--- src/rtl/imm16_assembler_if.sv ---
// Handshake bundle between the shift-by-8 stage, the immediate
// assembler and the register-write/ALU-B consumer.
interface imm16_assembler_if;
  logic [15:0] upper_in;
  logic        upper_valid;
  logic [7:0]  lower_in;
  logic        lower_valid;
  logic        sign_ext;
  logic        out_ready;
  logic [15:0] imm_out;
  logic        imm_valid;
  logic        busy;

  modport master (
    output upper_in, upper_valid,
    output lower_in, lower_valid,
    output sign_ext, out_ready,
    input  imm_out, imm_valid, busy
  );

  modport slave (
    input  upper_in, upper_valid,
    input  lower_in, lower_valid,
    input  sign_ext, out_ready,
    output imm_out, imm_valid, busy
  );
endinterface

--- src/rtl/imm16_assembler.sv ---
// Merges an upper-byte-aligned word and a lower immediate byte into
// one 16-bit immediate, with lone-lower extension and upper timeout.
module imm16_assembler #(
  parameter int TIMEOUT = 4,
  parameter int CNT_W   = 8
) (
  input logic               clk,
  input logic               reset,
  imm16_assembler_if.slave  bus
);

  typedef enum logic [1:0] {
    IDLE,
    UPPER_HELD,
    OUT_VALID
  } state_e;

  localparam logic [CNT_W-1:0] TO_LAST = CNT_W'(TIMEOUT - 1);

  state_e           state_q;
  logic [7:0]       held_q;
  logic [CNT_W-1:0] cnt_q;
  logic [15:0]      imm_q;
  logic             valid_q;
  logic             busy_q;

  logic [15:0] lo_ext_d;
  logic        unused_lo;

  assign lo_ext_d = {{8{bus.sign_ext & bus.lower_in[7]}},
                     bus.lower_in};

  // The shift stage leaves its low byte undefined.
  assign unused_lo = ^bus.upper_in[7:0];

  always_ff @(posedge clk) begin
    if (reset) begin
      state_q <= IDLE;
      held_q  <= 8'h00;
      cnt_q   <= '0;
      imm_q   <= 16'h0000;
      valid_q <= 1'b0;
      busy_q  <= 1'b0;
    end else begin
      unique case (state_q)
        IDLE: begin
          if (bus.upper_valid && bus.lower_valid) begin
            imm_q   <= {bus.upper_in[15:8], bus.lower_in};
            valid_q <= 1'b1;
            busy_q  <= 1'b1;
            state_q <= OUT_VALID;
          end else if (bus.upper_valid) begin
            held_q  <= bus.upper_in[15:8];
            cnt_q   <= '0;
            busy_q  <= 1'b1;
            state_q <= UPPER_HELD;
          end else if (bus.lower_valid) begin
            imm_q   <= lo_ext_d;
            valid_q <= 1'b1;
            busy_q  <= 1'b1;
            state_q <= OUT_VALID;
          end
        end
        UPPER_HELD: begin
          // A lower byte always pairs with the byte already held.
          if (bus.lower_valid) begin
            imm_q   <= {held_q, bus.lower_in};
            valid_q <= 1'b1;
            state_q <= OUT_VALID;
          end else if (bus.upper_valid) begin
            held_q <= bus.upper_in[15:8];
            cnt_q  <= '0;
          end else if (cnt_q == TO_LAST) begin
            imm_q   <= {held_q, 8'h00};
            valid_q <= 1'b1;
            state_q <= OUT_VALID;
          end else begin
            cnt_q <= cnt_q + CNT_W'(1);
          end
        end
        OUT_VALID: begin
          if (bus.out_ready) begin
            valid_q <= 1'b0;
            busy_q  <= 1'b0;
            state_q <= IDLE;
          end
        end
        default: begin
          valid_q <= 1'b0;
          busy_q  <= 1'b0;
          state_q <= IDLE;
        end
      endcase
    end
  end

  assign bus.imm_out   = imm_q;
  assign bus.imm_valid = valid_q;
  assign bus.busy      = busy_q;

endmodule

--- src/flat_wrapper.sv ---
// flat-port wrapper written by rule: the top's interface ports become plain ports
module imm16_assembler_flat 
#(
  parameter int TIMEOUT = 4,
  parameter int CNT_W   = 8
)
  (clk, reset, bus_upper_in, bus_upper_valid, bus_lower_in, bus_lower_valid, bus_sign_ext, bus_out_ready, bus_imm_out, bus_imm_valid, bus_busy);
  imm16_assembler_if bus_i ();
  input logic clk;
  input logic reset;
  input wire logic [$bits(bus_i.upper_in)-1:0] bus_upper_in;
  input wire logic [$bits(bus_i.upper_valid)-1:0] bus_upper_valid;
  input wire logic [$bits(bus_i.lower_in)-1:0] bus_lower_in;
  input wire logic [$bits(bus_i.lower_valid)-1:0] bus_lower_valid;
  input wire logic [$bits(bus_i.sign_ext)-1:0] bus_sign_ext;
  input wire logic [$bits(bus_i.out_ready)-1:0] bus_out_ready;
  output wire logic [$bits(bus_i.imm_out)-1:0] bus_imm_out;
  output wire logic [$bits(bus_i.imm_valid)-1:0] bus_imm_valid;
  output wire logic [$bits(bus_i.busy)-1:0] bus_busy;
  assign bus_i.upper_in = bus_upper_in;
  assign bus_i.upper_valid = bus_upper_valid;
  assign bus_i.lower_in = bus_lower_in;
  assign bus_i.lower_valid = bus_lower_valid;
  assign bus_i.sign_ext = bus_sign_ext;
  assign bus_i.out_ready = bus_out_ready;
  assign bus_imm_out = bus_i.imm_out;
  assign bus_imm_valid = bus_i.imm_valid;
  assign bus_busy = bus_i.busy;
  imm16_assembler #(.TIMEOUT(TIMEOUT), .CNT_W(CNT_W)) u_core (.clk(clk), .reset(reset), .bus(bus_i));
endmodule
--- config.mk ---
export PLATFORM = sky130hd
export DESIGN_NAME = imm16_assembler_flat
export DESIGN_NICKNAME = d
export VERILOG_FILES = /design/src/rtl/imm16_assembler_if.sv /design/src/rtl/imm16_assembler.sv /design/src/flat_wrapper.sv
export SDC_FILE = /design/constraint.sdc
export NUM_CORES = 1
export LEC_CHECK = 0
export CAP_MARGIN = 20
export CORE_AREA = 4 4 74 76
export CTS_CLUSTER_DIAMETER = 50
export DETAILED_ROUTE_END_ITERATION = 16
export DIE_AREA = 0 0 78 80
export PLACE_DENSITY = 0.62
export SLEW_MARGIN = 30
export SYNTH_ARGS = -nofsm -noshare
export SYNTH_HDL_FRONTEND = slang
export SYNTH_SLANG_ARGS = --single-unit
--- constraint.sdc ---
create_clock -name clk -period 3.01 [get_ports clk]
set_input_delay 0.301 -clock clk [delete_from_list [all_inputs] [get_ports clk]]
set_output_delay 0.301 -clock clk [all_outputs]
set_load 0.02 [all_outputs]
==> out/metrics.csv, run 1 <==
stage,metric,value,unit
global_routing,initial antenna violation count,0,
synth,mean area per synthesized cell,8.922,µm²
synth,Most used DFF post-synth,dfxtp_1,
outcome,status,"finished, final reports clean",
run,max_cap viols,0,
route,Post-route DRC,0,
sta,fin crit share,77.47,%
synth,"Distinct cells, synth",38,
global_routing,gr ovfl total,0,
layout,Synth-to-Final Area Change,32.64,%
layout,post-layout util,45.85,%
sta,Max Slew Vio Count,0,
power_and_ir_drop,P per Cell Area,472.9,nW/µm²
sta,Final WS setup,0.6781,ns
power_and_ir_drop,peak supply drop,0.2388,mV
sta,min cycle time layout,2.332,ns
place,dpl ws,0.6739,ns
clock_network,Num CTS Buffers,5,
clock_network,CTS tree,done,
route,Total Wirelength,3.997,mm
synth,YS warnings,0,
worst_setup_path,CP endpoint kind,flip-flop,
clock_network,htree depth,2,
worst_setup_path,Crit Path Class,reg -> reg,
route,Pre-antenna DRT Iters,4,
synth,Synth top area share,44.14,%
synth,synthesized flop and latch total,36,
clock_network,clock-pin slew on the worst setup and hold paths,0.08,ns
worst_hold_path,Worst Hold Class,reg -> reg,
sta,final hold vios,0,
floorplan,die footprint,6240,µm²
floorplan,core box area,4723,µm²
route,Avg WL per Cell,13.88,µm
route,vias per cell,5.163,
sta,Max Fclk,428.8,MHz
global_routing,largest net degree at the start of global routing,20,
synth,"Seq/Total Area, Yosys",44.14,%
worst_setup_path,critical path arrival,2.55,ns
synth,syn nets,214,
floorplan,Die H,80,µm
sta,RSZ-0062 raised after global routing,false,
route,initial drt markers,138,
synth,most common cell in the netlist,dfxtp_1,
place,routability cong.,0.8211,
power_and_ir_drop,Leakage,0.7651,nW
synth,synthesized area,1633,µm²
sta,Final setup viols,0,
floorplan,Initial Util,34.57,%
clock_network,maximum clock path buffer count,2,
worst_setup_path,WP data required,3.23,ns
global_routing,vias in the first global route,1399,
global_routing,GRT Resource Usage Total,13.41,%
clock_network,Post-CTS Setup Repair Bufs,0,
floorplan,chip width,78,µm
place,count of input and output buffers,39,
layout,fin nets,252,
floorplan,row cnt,25,
clock_network,CTS Hold Bufs,0,
route,vias after detailed routing,1487,
sta,Worst-Margin Slew,0.6255,ns
layout,share of cells above drive strength 1,7.240,%
sta,clock skew,0.008813,ns
route,post-route ant nets,0,
sta,Worst slew margin,58.30,%
clock_network,Clock Sinks,36,
synth,asr flop ratio synth,0,%
synth,commonest cells in the synthesized netlist,"dfxtp_1 (36), nor2_1 (20), nand2_1 (16), o21ai_0 (12)",
worst_setup_path,maximum fanout along the worst path,12,
synth,Post-synth EDFFs,0,
sta,Fin Setup TNS,0,ns
clock_network,clk_lat worst skew,0.29,ns
layout,Inserted Diodes,0,
clock_network,Post-CTS Resized,0,
synth,top post-synthesis cells by area,"dfxtp_1 (44%), mux2i_1 (4.9%), nor2_1 (4.6%), o211ai_1 (4.6%), a22o_1 (4.3%)",
synth,leading area contributor after synthesis,dfxtp_1,
worst_setup_path,Worst setup SP type,flip-flop,
place,Detailed Place HPWL,2.671,mm
floorplan,I/O pin cnt,48,
synth,cell count after synthesis,183,
global_routing,first-pass GRT wire length,6.651,mm
clock_network,Root Driver,clkbuf_8,
[final timing paths]
path / from / to / slack (ns) / cells after the start
max: u_core.cnt_q[0] / u_core.bus.imm_out[15] / 0.68 / 6
min: u_core.bus.imm_out[8] / u_core.bus.imm_out[8] / 0.46 / 2
max reg2reg: u_core.cnt_q[0] / u_core.bus.imm_out[15] / 0.68 / 6
min reg2reg: u_core.bus.imm_out[8] / u_core.bus.imm_out[8] / 0.46 / 2
[layout make-up]
cell class | instances | area [µm²]
fillers | 461 | 2557
multi-input cells | 131 | 840.8
flip-flops and latches | 36 | 720.7
repair buffers | 44 | 427.9
well taps | 67 | 83.83
clock buffers | 5 | 68.82
clock inverters | 2 | 12.51
inverters | 3 | 11.26
[state kept, by name, indices dropped and copies added, names as in the netlist]
register	flops
u_core.held_q	8
u_core.cnt_q	8
u_core.bus.imm_valid	1
u_core.state_q	2
u_core.bus.imm_out	16
u_core.bus.busy	1
[layer usage]
layer,track usage (%),vias to the layer above,routed length (µm)
met5,0,-,0
met2,20.63,34,1712
met1,17.11,690,2040
li1,-,757,-
met3,4.063,6,166
met4,6.294,0,78
[critical path, cell delays in order, from the launching register on]
cell and delay (ns):
dfxtp_1 0.41, ha_1 0.24, or4b_1 0.60, o41ai_4 0.51
buf_4 0.26, o2111ai_1 0.14, o21ai_0 0.10
[metrics by stage]
stage / power [W] / area [µm²] / hold slack [ns] / instances
after global routing: 0.001069 / 2166 / 0.4964 / 288
after detailed placement: 0.0007024 / 2085 / 0.4520 / 281
after floorplan: 0.0006198 / 1633 / 0.4267 / 183
final: 0.001024 / 2166 / 0.4564 / 288
after CTS: 0.001035 / 2166 / 0.4627 / 288
after global placement: 0.0007025 / 2085 / 0.4423 / 281
[cells in the final DEF (no fill, tap or decap), drive strengths merged, types with 2 or more instances in the layout]
cell	count
or3b	2
nand3	10
or3	2
clkinv	2
o21ai	12
mux2i	8
clkbuf	5
o21a	2
a21oi	9
nand2b	2
a22o	8
and2	2
a2bb2oi	2
clkdlybuf4s50	39
o211ai	10
nor3	3
o2111ai	8
nor2	20
inv	2
dfxtp	36
nand2	16
buf	5
[kinds of logic (layout without fill, tap and decap cells)]
logic type                 Yosys count  after routing  synth area share [%]
adders and majority gates            1              1                0.7662
muxes                                8              8                 4.904
and+or+nand+nor                     64             64                 19.00
AOI/OAI and AO/OA                   58             58                 26.82
DFF                                 36             36                 44.14
buffers and inverters               16             54                 4.367
[power breakdown]
group / internal [W] / total (W) / leakage, nW / switching (W)
clock network: 0.000157 / 0.000334 / 0.0400 / 0.000177
registers: 0.000500 / 0.000515 / 0.294 / 0.0000150
logic: 0.0000871 / 0.000176 / 0.431 / 0.0000889
total: 0.000743 / 0.00102 / 0.765 / 0.000281
(Power assumes the default switching activity.)
==> run 2, diff against run 1 <==
- clock period: 3.01 -> 2.26 ns (I/O delays scaled with it)
==> out/metrics.csv, run 2 (synthesis gave the netlist of run 1 again) <==
stage,metric,value,unit
route,Avg WL per Cell,14.23,µm
layout,post-layout instance count excluding filler cells,296,
worst_setup_path,CP max-delay cell,or4b_1,
clock_network,Clock Sinks,36,
worst_setup_path,maximum fanout along the worst path,17,
worst_setup_path,reg2reg start,u_core.cnt_q[1],
floorplan,Initial Util,34.57,%
worst_setup_path,Worst setup startpoint,u_core.cnt_q[1],
clock_network,Post-CTS Resized,0,
route,vias after detailed routing,1521,
clock_network,CTS Hold Bufs,0,
layout,fin nets,260,
global_routing,vias in the first global route,1455,
run,max_cap viols,0,
sta,Fin Setup TNS,0,ns
floorplan,row cnt,25,
route,initial drt markers,121,
worst_setup_path,CP Cell Sequence,ha_1 > or4b_1 > o41ai_4 > buf_12 > o2111ai_1 > o21ai_0,
worst_setup_path,max incr delay on CP,0.59,ns
layout,most frequent standard cell in the layout excluding fill and tap cells,clkdlybuf4s50_1,
clock_network,htree depth,2,
sta,Worst slew margin,59.79,%
clock_network,Num CTS Buffers,5,
layout,number of flip-flops in the largest register,16,
worst_hold_path,Hold Crit Start,u_core.bus.imm_out[9],
layout,most frequent cells in the layout,"clkdlybuf4s50_1 (39), dfxtp_1 (36), nor2_1 (20)",
sta,final hold vios,0,
global_routing,first-pass GRT wire length,7.093,mm
power_and_ir_drop,Leakage,0.8211,nW
worst_setup_path,critical path arrival,2.31,ns
clock_network,maximum clock path buffer count,2,
outcome,status,"finished, final reports clean",
clock_network,clock-pin slew on the worst setup and hold paths,0.07,ns
global_routing,initial antenna violation count,0,
route,Post-route DRC,0,
sta,Max Slew Vio Count,0,
worst_setup_path,WP data required,2.47,ns
worst_setup_path,Crit Path Class,reg -> reg,
sta,Hold WS,0.4579,ns
clock_network,clk_lat worst skew,0.29,ns
sta,RSZ-0062 raised after global routing,false,
clock_network,Root Driver,clkbuf_8,
floorplan,core box area,4723,µm²
layout,Fill cells,474,
route,post-route ant nets,0,
sta,Final setup viols,0,
sta,clock skew,0.005071,ns
worst_setup_path,worst reg2reg path depth,6,
sta,Max Fclk,475.9,MHz
worst_hold_path,Worst Hold Class,reg -> reg,
sta,min cycle time layout,2.101,ns
global_routing,gr ovfl total,0,
layout,share of cells above drive strength 1,10.48,%
layout,Inserted Diodes,0,
route,Total Wirelength,4.213,mm
sta,Worst-Margin Slew,0.6010,ns
layout,Synth-to-Final Area Change,38.01,%
floorplan,I/O pin cnt,48,
worst_hold_path,hold depth,2,
worst_setup_path,Worst setup SP type,flip-flop,
power_and_ir_drop,peak supply drop,0.3186,mV
sta,fin crit share,92.97,%
global_routing,GRT Resource Usage Total,14.31,%
global_routing,largest net degree at the start of global routing,21,
route,vias per cell,5.139,
clock_network,CTS tree,done,
clock_network,Post-CTS Setup Repair Bufs,0,
floorplan,die footprint,6240,µm²
place,count of input and output buffers,39,
floorplan,Die H,80,µm
route,Pre-antenna DRT Iters,4,
place,Detailed Place HPWL,2.858,mm
power_and_ir_drop,P per Cell Area,633.2,nW/µm²
worst_setup_path,CP endpoint kind,flip-flop,
place,routability cong.,0.8138,
place,DP Cell Count,289,
floorplan,chip width,78,µm
[run 2: changes by cell type in the layout (fill, tap and decap cells not counted), sizes merged]
cell | before | now
buf | 5 | 13
clkbuf | 5 | 7
clkinv | 2 | 1
clkinvlp | 1 | 0
[run 2: final timing paths]
path / endpoint / slack, ns
max: u_core.bus.imm_out[15] / 0.16
min: u_core.bus.imm_out[9] / 0.46
max reg2reg: u_core.bus.imm_out[15] / 0.16
min reg2reg: u_core.bus.imm_out[9] / 0.46
[run 2: metrics by stage]
step	utilization [%]	setup WS [ns]	total power, W	instance area [µm²]
after floorplan	-	0.2121	0.0008254	1633
after global placement	45.67	0.1851	0.0009491	2157
after detailed placement	45.67	0.1871	0.0009494	2157
after CTS	47.71	0.1571	0.001442	2253
after global routing	47.71	0.04297	0.001495	2253
final	47.71	0.1589	0.001427	2253
[run 2: critical path, delay by kind of cell, from the launching register on]
family	cells	cell delay, ns
buffers and inverters	1	0.19
adder cells (fa/ha/maj)	1	0.20
AND/OR/NAND/NOR	1	0.59
flip-flops	1	0.39
AO/OA/AOI/OAI	3	0.67
[run 2: area by class of cell]
| type | count | area, µm² | share of cell area, % |
|---|---|---|---|
| clock buffers | 7 | 96.34 | 4.275 |
| multi-input cells | 131 | 840.8 | 37.31 |
| inverters | 3 | 11.26 | 0.4997 |
| repair buffers | 52 | 500.5 | 22.21 |
| flip-flops and latches | 36 | 720.7 | 31.98 |
| well taps | 67 | 83.83 | 3.720 |
[run 2: power breakdown]
part / total, W / internal (W) / switching (W)
clock: 0.000492 / 0.000271 / 0.000220
combinational: 0.000252 / 0.000126 / 0.000126
sequential: 0.000683 / 0.000666 / 0.0000175
[run 2: metal layers]
metal  vias to the layer above  part of all wire (%)  global-route usage [%]
met1                       704                    51                   19.70
li1                        776                     -                       -
met4                         0                   1.6                   5.944
met3                         6                   4.1                   3.950
met5                         -                     0                       0
met2                        35                    43                   20.89
==> run 3, diff against run 2 <==
- PLACE_DENSITY: 0.62 -> unset
==> out/metrics.csv, run 3 (synthesis gave the netlist of run 1 again) <==
stage,metric,value,unit
outcome,status,"finished, final reports clean",
route,Post-route DRC,0,
sta,fin crit share,92.28,%
route,Avg WL per Cell,13.72,µm
global_routing,GRT Resource Usage Total,13.91,%
worst_hold_path,hold depth,2,
worst_setup_path,CP max-delay cell,or4b_1,
clock_network,Post-CTS Resized,0,
clock_network,CTS tree,done,
global_routing,gr ovfl total,0,
power_and_ir_drop,Leakage,0.8397,nW
sta,min cycle time layout,2.085,ns
route,post-route ant nets,0,
floorplan,Initial Util,34.57,%
sta,Max Slew Vio Count,0,
sta,final hold vios,0,
floorplan,die footprint,6240,µm²
worst_setup_path,CP Cell Sequence,ha_1 > or4b_1 > o41ai_4 > buf_12 > o2111ai_1 > o21ai_0,
sta,Fin Setup TNS,0,ns
sta,Max Fclk,479.5,MHz
floorplan,row cnt,25,
route,vias per cell,5.140,
layout,most frequent standard cell in the layout excluding fill and tap cells,clkdlybuf4s50_1,
route,Pre-antenna DRT Iters,4,
global_routing,first-pass GRT wire length,6.900,mm
power_and_ir_drop,P per Cell Area,656.9,nW/µm²
layout,Finished Cell Area,2291,µm²
layout,share of cells above drive strength 1,12.02,%
layout,fin nets,263,
worst_setup_path,CP endpoint kind,flip-flop,
clock_network,Clock Sinks,36,
layout,number of flip-flops in the largest register,16,
power_and_ir_drop,Seq pwr share,45.4,%
worst_setup_path,CP Buf/Inv Count,1,
power_and_ir_drop,Internal,0.001122,W
power_and_ir_drop,power share of the clock group,37.7,%
run,max_cap viols,0,
place,Detailed Place HPWL,2.837,mm
sta,clock skew,0.005166,ns
worst_setup_path,maximum fanout along the worst path,17,
clock_network,clk_lat worst skew,0.29,ns
worst_setup_path,WP data required,2.48,ns
global_routing,largest net degree at the start of global routing,21,
worst_setup_path,Worst setup SP type,flip-flop,
floorplan,chip width,78,µm
clock_network,Root Driver,clkbuf_8,
floorplan,Die H,80,µm
place,Post-DP Area,2180,µm²
power_and_ir_drop,switching part of the total,25.45,%
power_and_ir_drop,peak supply drop,0.3550,mV
worst_setup_path,worst reg2reg path depth,6,
clock_network,CTS Hold Bufs,0,
clock_network,maximum clock path buffer count,2,
worst_hold_path,Worst Hold Class,reg -> reg,
sta,Worst-Margin Slew,0.3343,ns
layout,Inserted Diodes,0,
sta,RSZ-0062 raised after global routing,false,
route,Total Wirelength,4.115,mm
clock_network,Num CTS Buffers,5,
clock_network,Post-CTS Setup Repair Bufs,0,
worst_setup_path,max incr delay on CP,0.59,ns
floorplan,I/O pin cnt,48,
global_routing,initial antenna violation count,0,
route,vias after detailed routing,1542,
global_routing,vias in the first global route,1468,
clock_network,htree depth,2,
route,initial drt markers,83,
clock_network,clock-pin slew on the worst setup and hold paths,0.08,ns
layout,most frequent cells in the layout,"clkdlybuf4s50_1 (39), dfxtp_1 (36), nor2_1 (20)",
place,count of input and output buffers,39,
floorplan,core box area,4723,µm²
power_and_ir_drop,Switch Pwr,0.0003830,W
worst_setup_path,Crit Path Class,reg -> reg,
worst_setup_path,critical path arrival,2.31,ns
layout,Synth-to-Final Area Change,40.31,%
worst_setup_path,Worst R2R Setup Slack,0.17,ns
worst_setup_path,crit-path leading delay family,compound AO/OA/AOI/OAI gates,
sta,Final setup viols,0,
layout,Fill cells,461,
sta,Worst slew margin,77.62,%
worst_setup_path,Crit path depth,6,
place,routability cong.,0.7611,
power_and_ir_drop,Logic pwr share,16.9,%
==> run 3: final timing paths <==
check | from | endpoint
setup / recovery | u_core.cnt_q[1] | u_core.bus.imm_out[12]
hold / removal | u_core.bus.busy | u_core.bus.busy
setup reg to reg | u_core.cnt_q[1] | u_core.bus.imm_out[12]
hold reg to reg | u_core.bus.busy | u_core.bus.busy
==> run 3: final cells by class <==
class	instances	area, µm²	share of cell area, %
multi-input combinational	131	840.8	36.70
sequential	36	720.7	31.46
timing repair buffer	55	523.0	22.83
tap	67	83.83	3.659
clock buffer	5	68.82	3.004
clock inverter	3	42.54	1.857
inverter	3	11.26	0.4915
==> run 3: layer usage <==
layer	GRT usage, %	routed length [µm]
met5	0	0
met4	5.594	63
met3	4.402	219
met2	21.32	1819
met1	18.06	2011
==> run 3: power by group through the flow <==
stage	Combinational [W]	Clock, W	Sequential, W
2_1_floorplan	0.000103	0	0.000722
3_5_place_dp	0.000255	0	0.000697
5_1_grt	0.000276	0.000612	0.000687
6_report	0.000255	0.000567	0.000683
3_3_place_gp	0.000256	0	0.000697
4_1_cts	0.000257	0.000583	0.000683
==> run 3: stage by stage <==
stage,cells,setup WS [ns],hold WS [ns],util (%),total power (W)
floorplan,183,0.2121,0.3517,-,0.0008254
detailed placement,292,0.2113,0.4448,46.15,0.0009523
finish,300,0.1746,0.4573,48.50,0.001505
global route,300,0.05104,0.4814,48.50,0.001575
global placement,292,0.2125,0.4431,46.15,0.0009527
CTS,300,0.1702,0.4555,48.50,0.001523
==> run 3: worst reg2reg max path, delay by kind of cell (launching register included) <==
family,cells,cell delay [ns]
AO/OA/AOI/OAI,3,0.66
adder cells (fa/ha/maj),1,0.18
buffers and inverters,1,0.19
flip-flops,1,0.39
AND/OR/NAND/NOR,1,0.59
